[config.mk]
export PLATFORM = sky130hd
export DESIGN_NAME = slice_scheduler
export DESIGN_NICKNAME = d
export VERILOG_FILES = /design/src/rtl/spirose_pkg.sv /design/src/rtl/hall_edge_detect.sv /design/src/rtl/slice_scheduler.sv
export SDC_FILE = /design/constraint.sdc
export NUM_CORES = 1
export LEC_CHECK = 0
export ABC_CLOCK_PERIOD_IN_PS = 3300
export BUFFER_PORTS_ARGS = -buffer_cell sky130_fd_sc_hd__buf_4
export CAP_MARGIN = 10
export CORE_UTILIZATION = 30
export CTS_BUF_LIST = sky130_fd_sc_hd__clkbuf_8
export DETAILED_ROUTE_END_ITERATION = 12
export MAX_ROUTING_LAYER = met4
export PLACE_DENSITY_LB_ADDON = 0.08
export SYNTH_ARGS = -nofsm -noshare
export SYNTH_HDL_FRONTEND = slang
export SYNTH_HIERARCHICAL = 1
export SYNTH_SLANG_ARGS = --single-unit
[constraint.sdc]
create_clock -name clk_lse -period 3.3 [get_ports clk_lse]
set_clock_uncertainty 0.05 [all_clocks]
set_input_delay 0.165 -clock clk_lse [delete_from_list [all_inputs] [get_ports clk_lse]]
set_output_delay 0.165 -clock clk_lse [all_outputs]
set_load 0.005 [all_outputs]
[src/rtl/spirose_pkg.sv]
// rtl/spirose_pkg.sv - shared types and constants for the rotor slice scheduler
package spirose_pkg;

    typedef enum logic [1:0] {
        IDLE,
        MEASURE,
        RUN
    } sched_state_t;

    localparam int DEFAULT_NB_SLICES = 128;

    // One full 9-bit poker GCLK segment plus the pause that follows it.
    localparam int SEGMENT_CYCLES = 513;

endpackage

[src/rtl/hall_edge_detect.sv]
// rtl/hall_edge_detect.sv - Hall sensor synchronizer and falling-edge pulse
//
// clk_lse   : clock
// nrst      : asynchronous active-low reset
// hall_n    : raw asynchronous Hall input, idles high, low pulse once per turn
// hall_edge : one-cycle pulse, two cycles after hall_n is first sampled low
module hall_edge_detect (
    input  logic clk_lse,
    input  logic nrst,
    input  logic hall_n,
    output logic hall_edge
);

    logic sync1;
    logic sync2;
    logic sync_d;

    // Flops reset high so an idle sensor does not produce an edge at reset release.
    always_ff @(posedge clk_lse or negedge nrst) begin
        if (!nrst) begin
            sync1     <= 1'b1;
            sync2     <= 1'b1;
            sync_d    <= 1'b1;
            hall_edge <= 1'b0;
        end else begin
            sync1     <= hall_n;
            sync2     <= sync1;
            sync_d    <= sync2;
            hall_edge <= sync_d & ~sync2;
        end
    end

endmodule

[src/rtl/slice_scheduler.sv]
// rtl/slice_scheduler.sv - measures rotor period and emits per-slice sync pulses
//
// clk_lse          : clock
// nrst             : asynchronous active-low reset
// hall_n           : raw Hall sensor, one low pulse per turn
// driver_ready     : gates framebuffer_sync while the driver is configuring
// framebuffer_sync : one-cycle pulse at each slice start
// slice_index      : index of the current slice
// rotation_valid   : high while slices are being generated
// overspeed        : last measured slice length was below MIN_SLICE_LEN
// period_measured  : last latched rotation period in cycles
module slice_scheduler
    import spirose_pkg::*;
#(
    parameter int  NB_SLICES     = DEFAULT_NB_SLICES,
    parameter int  PERIOD_WIDTH  = 24,
    parameter int  MIN_SLICE_LEN = SEGMENT_CYCLES,
    localparam int IDX_W         = $clog2(NB_SLICES)
) (
    input  logic                    clk_lse,
    input  logic                    nrst,
    input  logic                    hall_n,
    input  logic                    driver_ready,
    output logic                    framebuffer_sync,
    output logic [IDX_W-1:0]        slice_index,
    output logic                    rotation_valid,
    output logic                    overspeed,
    output logic [PERIOD_WIDTH-1:0] period_measured
);

    localparam logic [PERIOD_WIDTH-1:0] PERIOD_MAX = '1;
    localparam logic [PERIOD_WIDTH-1:0] MIN_LEN    = PERIOD_WIDTH'(MIN_SLICE_LEN);
    localparam logic [PERIOD_WIDTH-1:0] ONE        = PERIOD_WIDTH'(1);
    localparam logic [IDX_W-1:0]        LAST_IDX   = IDX_W'(NB_SLICES - 1);

    logic                    hall_edge;
    sched_state_t            state, state_n;
    logic [PERIOD_WIDTH-1:0] period_cnt, period_cnt_n;
    logic [PERIOD_WIDTH-1:0] slice_len, slice_len_n;
    logic [PERIOD_WIDTH-1:0] slice_cnt, slice_cnt_n;
    logic [PERIOD_WIDTH-1:0] new_len;
    logic [IDX_W-1:0]        index_n;
    logic [PERIOD_WIDTH-1:0] period_n;
    logic                    overspeed_n;
    logic                    pulse;
    logic                    timeout;

    hall_edge_detect u_hall (
        .clk_lse   (clk_lse),
        .nrst      (nrst),
        .hall_n    (hall_n),
        .hall_edge (hall_edge)
    );

    assign new_len = period_cnt >> IDX_W;
    assign timeout = (period_cnt == PERIOD_MAX);

    always_ff @(posedge clk_lse or negedge nrst) begin
        if (!nrst) begin
            state            <= IDLE;
            period_cnt       <= '0;
            slice_len        <= '0;
            slice_cnt        <= '0;
            slice_index      <= '0;
            framebuffer_sync <= 1'b0;
            rotation_valid   <= 1'b0;
            overspeed        <= 1'b0;
            period_measured  <= '0;
        end else begin
            state            <= state_n;
            period_cnt       <= period_cnt_n;
            slice_len        <= slice_len_n;
            slice_cnt        <= slice_cnt_n;
            slice_index      <= index_n;
            framebuffer_sync <= pulse & driver_ready;
            rotation_valid   <= (state_n == RUN);
            overspeed        <= overspeed_n;
            period_measured  <= period_n;
        end
    end

    always_comb begin
        state_n      = state;
        period_cnt_n = hall_edge ? ONE : (timeout ? period_cnt : period_cnt + ONE);
        slice_len_n  = hall_edge ? new_len : slice_len;
        slice_cnt_n  = slice_cnt;
        index_n      = slice_index;
        period_n     = period_measured;
        overspeed_n  = overspeed;
        pulse        = 1'b0;

        case (state)
            IDLE: begin
                if (hall_edge) begin
                    state_n = MEASURE;
                end
            end
            MEASURE, RUN: begin
                // A saturated period counter beats a coincident Hall edge.
                if (timeout) begin
                    state_n     = IDLE;
                    index_n     = '0;
                    slice_cnt_n = '0;
                end else if (hall_edge) begin
                    // A Hall edge also pre-empts a coincident slice wrap: one pulse, index 0.
                    period_n    = period_cnt;
                    index_n     = '0;
                    slice_cnt_n = '0;
                    if (new_len >= MIN_LEN) begin
                        state_n     = RUN;
                        overspeed_n = 1'b0;
                        pulse       = 1'b1;
                    end else begin
                        state_n     = MEASURE;
                        overspeed_n = 1'b1;
                    end
                end else if (state == RUN) begin
                    if (slice_cnt == slice_len - ONE) begin
                        slice_cnt_n = '0;
                        // Rotor slowing down: park on the last slice until the Hall edge.
                        if (slice_index != LAST_IDX) begin
                            index_n = slice_index + IDX_W'(1);
                            pulse   = 1'b1;
                        end
                    end else begin
                        slice_cnt_n = slice_cnt + ONE;
                    end
                end
            end
            default: begin
                state_n = IDLE;
            end
        endcase
    end

endmodule

# [Word-level counts from Yosys, hierarchy flattened]
# Cells that the tools add are included.
[classes] add_sub_neg=4 n_lt_le_gt_ge=1 n_eq_ne=7 muxes=24 bitwise_logic=4 reduce_logical=8
[ops] cell="24-bit two-way mux" n=6
[ops] cell="24-bit by 1-bit adder with 24-bit output (second input constant)" n=2
[ops] cell="7-bit two-way mux" n=5
[ops] cell="24-bit == test" n=1
[ops] cell="24-bit == test (second input constant)" n=1
[ops] cell="17-bit by 1-bit subtractor with 18-bit output (second input constant)" n=1
[ops] cell="17-bit by 10-bit >= comparator with 1-bit output (second input constant)" n=1
[ops] cell="3-bit nonzero test" n=3
[ops] cell="1-bit two-way mux" n=8
[ops] cell="2-bit two-way mux" n=4
[ops] cell="7-bit by 1-bit adder with 7-bit output (second input constant)" n=1
[ops] cell="7-bit != test (second input constant)" n=1
[ops] cell="2-bit == test (second input constant)" n=2
[ops] cell="2-bit case mux with 2 select lines" n=1
[ops] cell="4-bit AND reduction" n=1
[ops] cell="3-bit AND reduction" n=1
[ops] cell="1-bit AND" n=2
[ops] cell="2-bit by 1-bit == test with 1-bit output (second input constant)" n=1
[ops] cell="2-bit logical NOT" n=1
[ops] cell="2-bit by 1-bit != test with 1-bit output (second input constant)" n=1
[ops] cell="1-bit NOT" n=2
[ops] cell="2-bit AND reduction" n=1
[ops] cell="2-bit OR reduction" n=1
[word_totals] regBits=105 in_bits=4 output_inout_bits=34 word_cells=61

# [Longest topological paths before layout]
[depth] word_depth=8 depth_mapped=11 ltp_nobuf=10

# [By module]
# The synthesis kept the hierarchy.
[by_module_without_submodules] module="slice_scheduler" n_inst=1 cells_per_inst=537 area_each_um2=5390.2
[by_module_without_submodules] module="hall_edge_detect" n_inst=1 cells_per_inst=5 area_each_um2=117.6

# [Least setup slack after synthesis]
# No wires, ideal clock.
[synth_path] path_type="register -> register" start="register slice_len[0]" end="register slice_index[1]" arrival_time_ps=2477 setup_slack_ps=652 stages_incl_launch_ff=10 period_less_slack_ps=2648 path_cell_list="dfrtp_1 > or4_4 > a2111o_1 > a21boi_2 > o211ai_2 > nor4_4 > nand3_2 > buf_6 > a21o_1 > a22o_1"
[synth_between] elab_chain_cells=4
[synth_rtl] element="from (decl)" line_no="slice_scheduler.sv:39" source="logic [PERIOD_WIDTH-1:0] slice_len, slice_len_n;"
[synth_rtl] element="from (signal assigned)" line_no="slice_scheduler.sv:72" source="slice_len <= slice_len_n;"
[synth_rtl] element="17-bit by 1-bit subtractor with 18-bit output" line_no="slice_scheduler.sv:118" source="if (slice_cnt == slice_len - ONE) begin"
[synth_rtl] element="24-bit == test" line_no="slice_scheduler.sv:118"
[synth_rtl] element="3-bit nonzero test (no line)"
[synth_rtl] element="4-bit AND reduction (no line)"
[synth_rtl] element="to (signal assigned)" line_no="slice_scheduler.sv:74" source="slice_index <= index_n;"
[synth_rtl] element="to (decl)" line_no="slice_scheduler.sv:25" source="output logic [IDX_W-1:0] slice_index,"
# Every way passes these cells.
# A chain may end at the register's enable or synchronous reset.

# [Final worst setup path]
[layout_path] start="register slice_len[2]" end="register slice_index[4]"
# Same word-level chain as after synthesis.

==> results.py <==
metrics = {
    "outcome": {
        "outcome": "completed",
    },
    "logic_synthesis": {
        "yosys.area.top_type_share_pct": 46.34,
        "ys_top_cells_by_area": "sky130_fd_sc_hd__dfrtp_1, sky130_fd_sc_hd__mux2_2, sky130_fd_sc_hd__nor2_1",
        "async_reset_ff_share_pct": 100.0,
        "synth_fp_nets": 553,
        "syn-mean-instance-area_um2": 10.16,
        "netlist-cell-type-count": 71,
        "synthFlopType": "sky130_fd_sc_hd__dfrtp_1",
        "synth.largest_area_cell": "sky130_fd_sc_hd__dfrtp_1",
        "synth_seq_cells": 105,
        "synth.yosys.warnings": 6,
        "netlist_instances": 542,
        "synth.cell_area_um2": 5508,
        "synth_enable_flop_cells": 0,
        "synth.most_common_cell": "sky130_fd_sc_hd__dfrtp_1",
        "yosysSeqAreaShare_pct": 47.77,
        "post_synth_most_frequent_cells": "sky130_fd_sc_hd__dfrtp_1, sky130_fd_sc_hd__nor2_1, sky130_fd_sc_hd__nand2_1, sky130_fd_sc_hd__nand3_1",
    },
    "sta": {
        "slew_headroom_pct": 43.88,
        "tns_ns": 0,
        "grt_setup_unrepaired": "no",
        "final.period_utilization_pct": 92.73,
        "worst-slew-pin-transition_ns": 0.8418,
        "report.final.setup_viol": 0,
        "layout_min_cycle_time_ns": 3.060,
        "finalMaxSlewViolations": 0,
        "hold_violations": 0,
        "fmaxAchievable_mhz": 326.8,
        "postLayoutSetupSlackWorst_ns": 0.2400,
    },
    "worst_hold_path": {
        "hold_class": "reg -> reg",
        "min_delay_path_depth": 0,
    },
    "power": {
        "vdd_ir_drop_max_uv": 311.9,
        "pnr_total_power_mw": 2.780,
        "p_leak_nw": 2.849,
        "pwr_density_cell_nw_per_um2": 436.5,
    },
    "cts": {
        "clk_latency_ns": 0.40,
        "cts.sink_count": 105,
        "cts_tree": "done",
        "htree_num_levels": 3,
        "buffer_depth_of_the_longest_clock_path": 2,
        "clk_transition_reported_paths_ns": 0.10,
        "cts_inserted_buffers": 9,
        "clock-root-buffer": "sky130_fd_sc_hd__clkbuf_8",
    },
    "layout": {
        "flow.area_growth_from_synthesis_pct": 15.63,
        "drive_above_1_share_pct": 20.64,
        "diodes": 0,
        "final_cell_count_no_fill": 825,
        "fin_nets": 602,
        "fin_util_pct": 35.45,
    },
    "routing": {
        "firstDrtPassIters": 4,
        "drc": 0,
        "vias_per_std_cell": 5.048,
        "post_drt_wl_per_cell_um": 16.32,
        "route.final.wire_length_mm": 13.47,
        "dr_total_vias": 4165,
        "route.antenna.remaining_nets": 0,
        "drtIter0Drc": 185,
    },
    "placement": {
        "place_hpwl_mm": 9.508,
        "portBuffers": 37,
        "place_inst": 804,
        "placement.setup.worst_slack_ns": 0.1401,
        "gp_congestion": 0.8155,
    },
    "floorplanning": {
        "core_um2": 17960,
        "floorplan.initialDensity_pct": 30.66,
        "top_level_ports": 38,
        "standard_cell_row_count": 49,
        "die_h_um": 137.5,
        "horizontal_extent_of_the_die_um": 137.5,
        "design.die.area_um2": 18900,
    },
    "grt": {
        "grt_pass1_vias": 4075,
        "global_route_total_overflow": 0,
        "grt_pass1_wl_mm": 22.38,
        "number_of_antenna_violations_at_the_first_check_in_global_routing": 0,
        "grt_max_degree": 62,
        "grt_use_total_pct": 16.04,
    },
    "setup_path": {
        "crit_fanout": 12,
        "worst_setup_path_end_kind": "register",
        "critical_path_class": "reg -> reg",
        "max_stage_delay_ns": 0.56,
        "critical_path_required_ns": 3.57,
        "cp_cell_sequence": "or4_4 -> o21ai_1 -> nor3b_1 -> o211ai_2 -> nor4_4 -> nand3_4 -> or4b_1 -> nand3_1",
        "timing.critical_path.slowest_stage_cell": "sky130_fd_sc_hd__or4_4",
        "worstPathArrival_ns": 3.33,
        "worstSetupStartpointType": "register",
        "worst_r2r_path_depth": 8,
    },
    "flow_run": {
        "maxCapViolations": 0,
    },
}
## registers in the layout, indices dropped and copies added, names as in the netlist
register and cells:
u_hall/sync2 1, rotation_valid 1, period_measured 24, period_cnt 24, state 2, u_hall/hall_edge 1
u_hall/sync_d 1, slice_index 7, slice_cnt 24, slice_len 17, framebuffer_sync 1, overspeed 1
u_hall/sync1 1
## report_power, final
part	total, mW	internal [mW]	leakage (nW)	switching [mW]
combinational	0.505	0.232	1.32	0.272
sequential	1.47	1.38	1.44	0.0993
clock	0.801	0.291	0.0966	0.510
## metal layers
layer	global-route usage, %	wire [um]
met5	-	0
met4	4.884	178
met3	2.980	335
met2	24.57	6149
met1	21.40	6804
## stage by stage
stage                     hold WS (ns)  cell area (um^2)
after floorplan                -0.1806              5508
after global placement          0.2234              6123
after detailed placement        0.2244              6123
after CTS                       0.3131              6340
after global routing            0.3196              6369
final                           0.3108              6369
## placed cells by master, fill, tap and decap left out, types with 8 or more instances in the layout
cell type	netlist	layout
sky130_fd_sc_hd__clkbuf_8	0	9
sky130_fd_sc_hd__nand2_1	43	43
sky130_fd_sc_hd__mux2_2	27	27
sky130_fd_sc_hd__nor4_1	9	9
sky130_fd_sc_hd__nand4_1	21	21
sky130_fd_sc_hd__nor3_1	21	21
sky130_fd_sc_hd__nand3_1	30	30
sky130_fd_sc_hd__buf_4	0	54
sky130_fd_sc_hd__dfrtp_1	102	102
sky130_fd_sc_hd__inv_1	14	15
sky130_fd_sc_hd__xnor2_1	27	27
sky130_fd_sc_hd__mux2_1	8	8
sky130_fd_sc_hd__a21oi_1	10	10
sky130_fd_sc_hd__xor2_1	26	26
sky130_fd_sc_hd__o21ai_0	17	17
sky130_fd_sc_hd__nor2_1	66	66
## final cells by class
class	count	area [um^2]
clock inverters	7	62.56
repair buffers	59	475.5
well taps	229	286.5
flip-flops and latches	105	2631
fillers	1831	11590
inverters	14	52.55
clock buffers	9	123.9
multi-input cells	402	2736
## cells by family (layout without fill, tap and decap cells)
| family | count (synthesis) | after routing | synth area share (%) |
|---|---|---|---|
| simple gates | 242 | 242 | 23.67 |
| mux | 37 | 37 | 7.519 |
| flops | 105 | 105 | 47.77 |
| fa+ha+maj | 7 | 7 | 1.590 |
| buf+inv | 35 | 89 | 2.794 |
| xor+xnor | 54 | 54 | 8.928 |
| compound gates | 62 | 62 | 7.724 |
## critical path, delay by kind of cell, from the launching register on
family	cells	cell delay [ns]
AND/OR/NAND/NOR	6	2.05
AO/OA/AOI/OAI	2	0.39
flip-flops	1	0.49
## worst paths after layout
kind,startpoint,to,slack (ns)
min in group asynchronous,nrst,slice_cnt[15],0.33
hold reg to reg,u_hall/sync1,u_hall/sync2,0.31
max in group asynchronous,nrst,u_hall/sync_d,1.96
setup / recovery,slice_len[2],slice_index[4],0.24
hold / removal,u_hall/sync1,u_hall/sync2,0.31
setup reg to reg,slice_len[2],slice_index[4],0.24
## repair_timing
| item | 4_1_cts | 5_1_grt |
|---|---|---|
| hold endpoints to repair | 61 | 0 |
| hold buffers | 3 | 0 |
| endpoints found under the setup margin | 0 | 5 |
| buffers inserted | 0 | 2 |
| gates resized for setup | 0 | 2 |
Note: power is estimated with default switching activity, not from simulation.
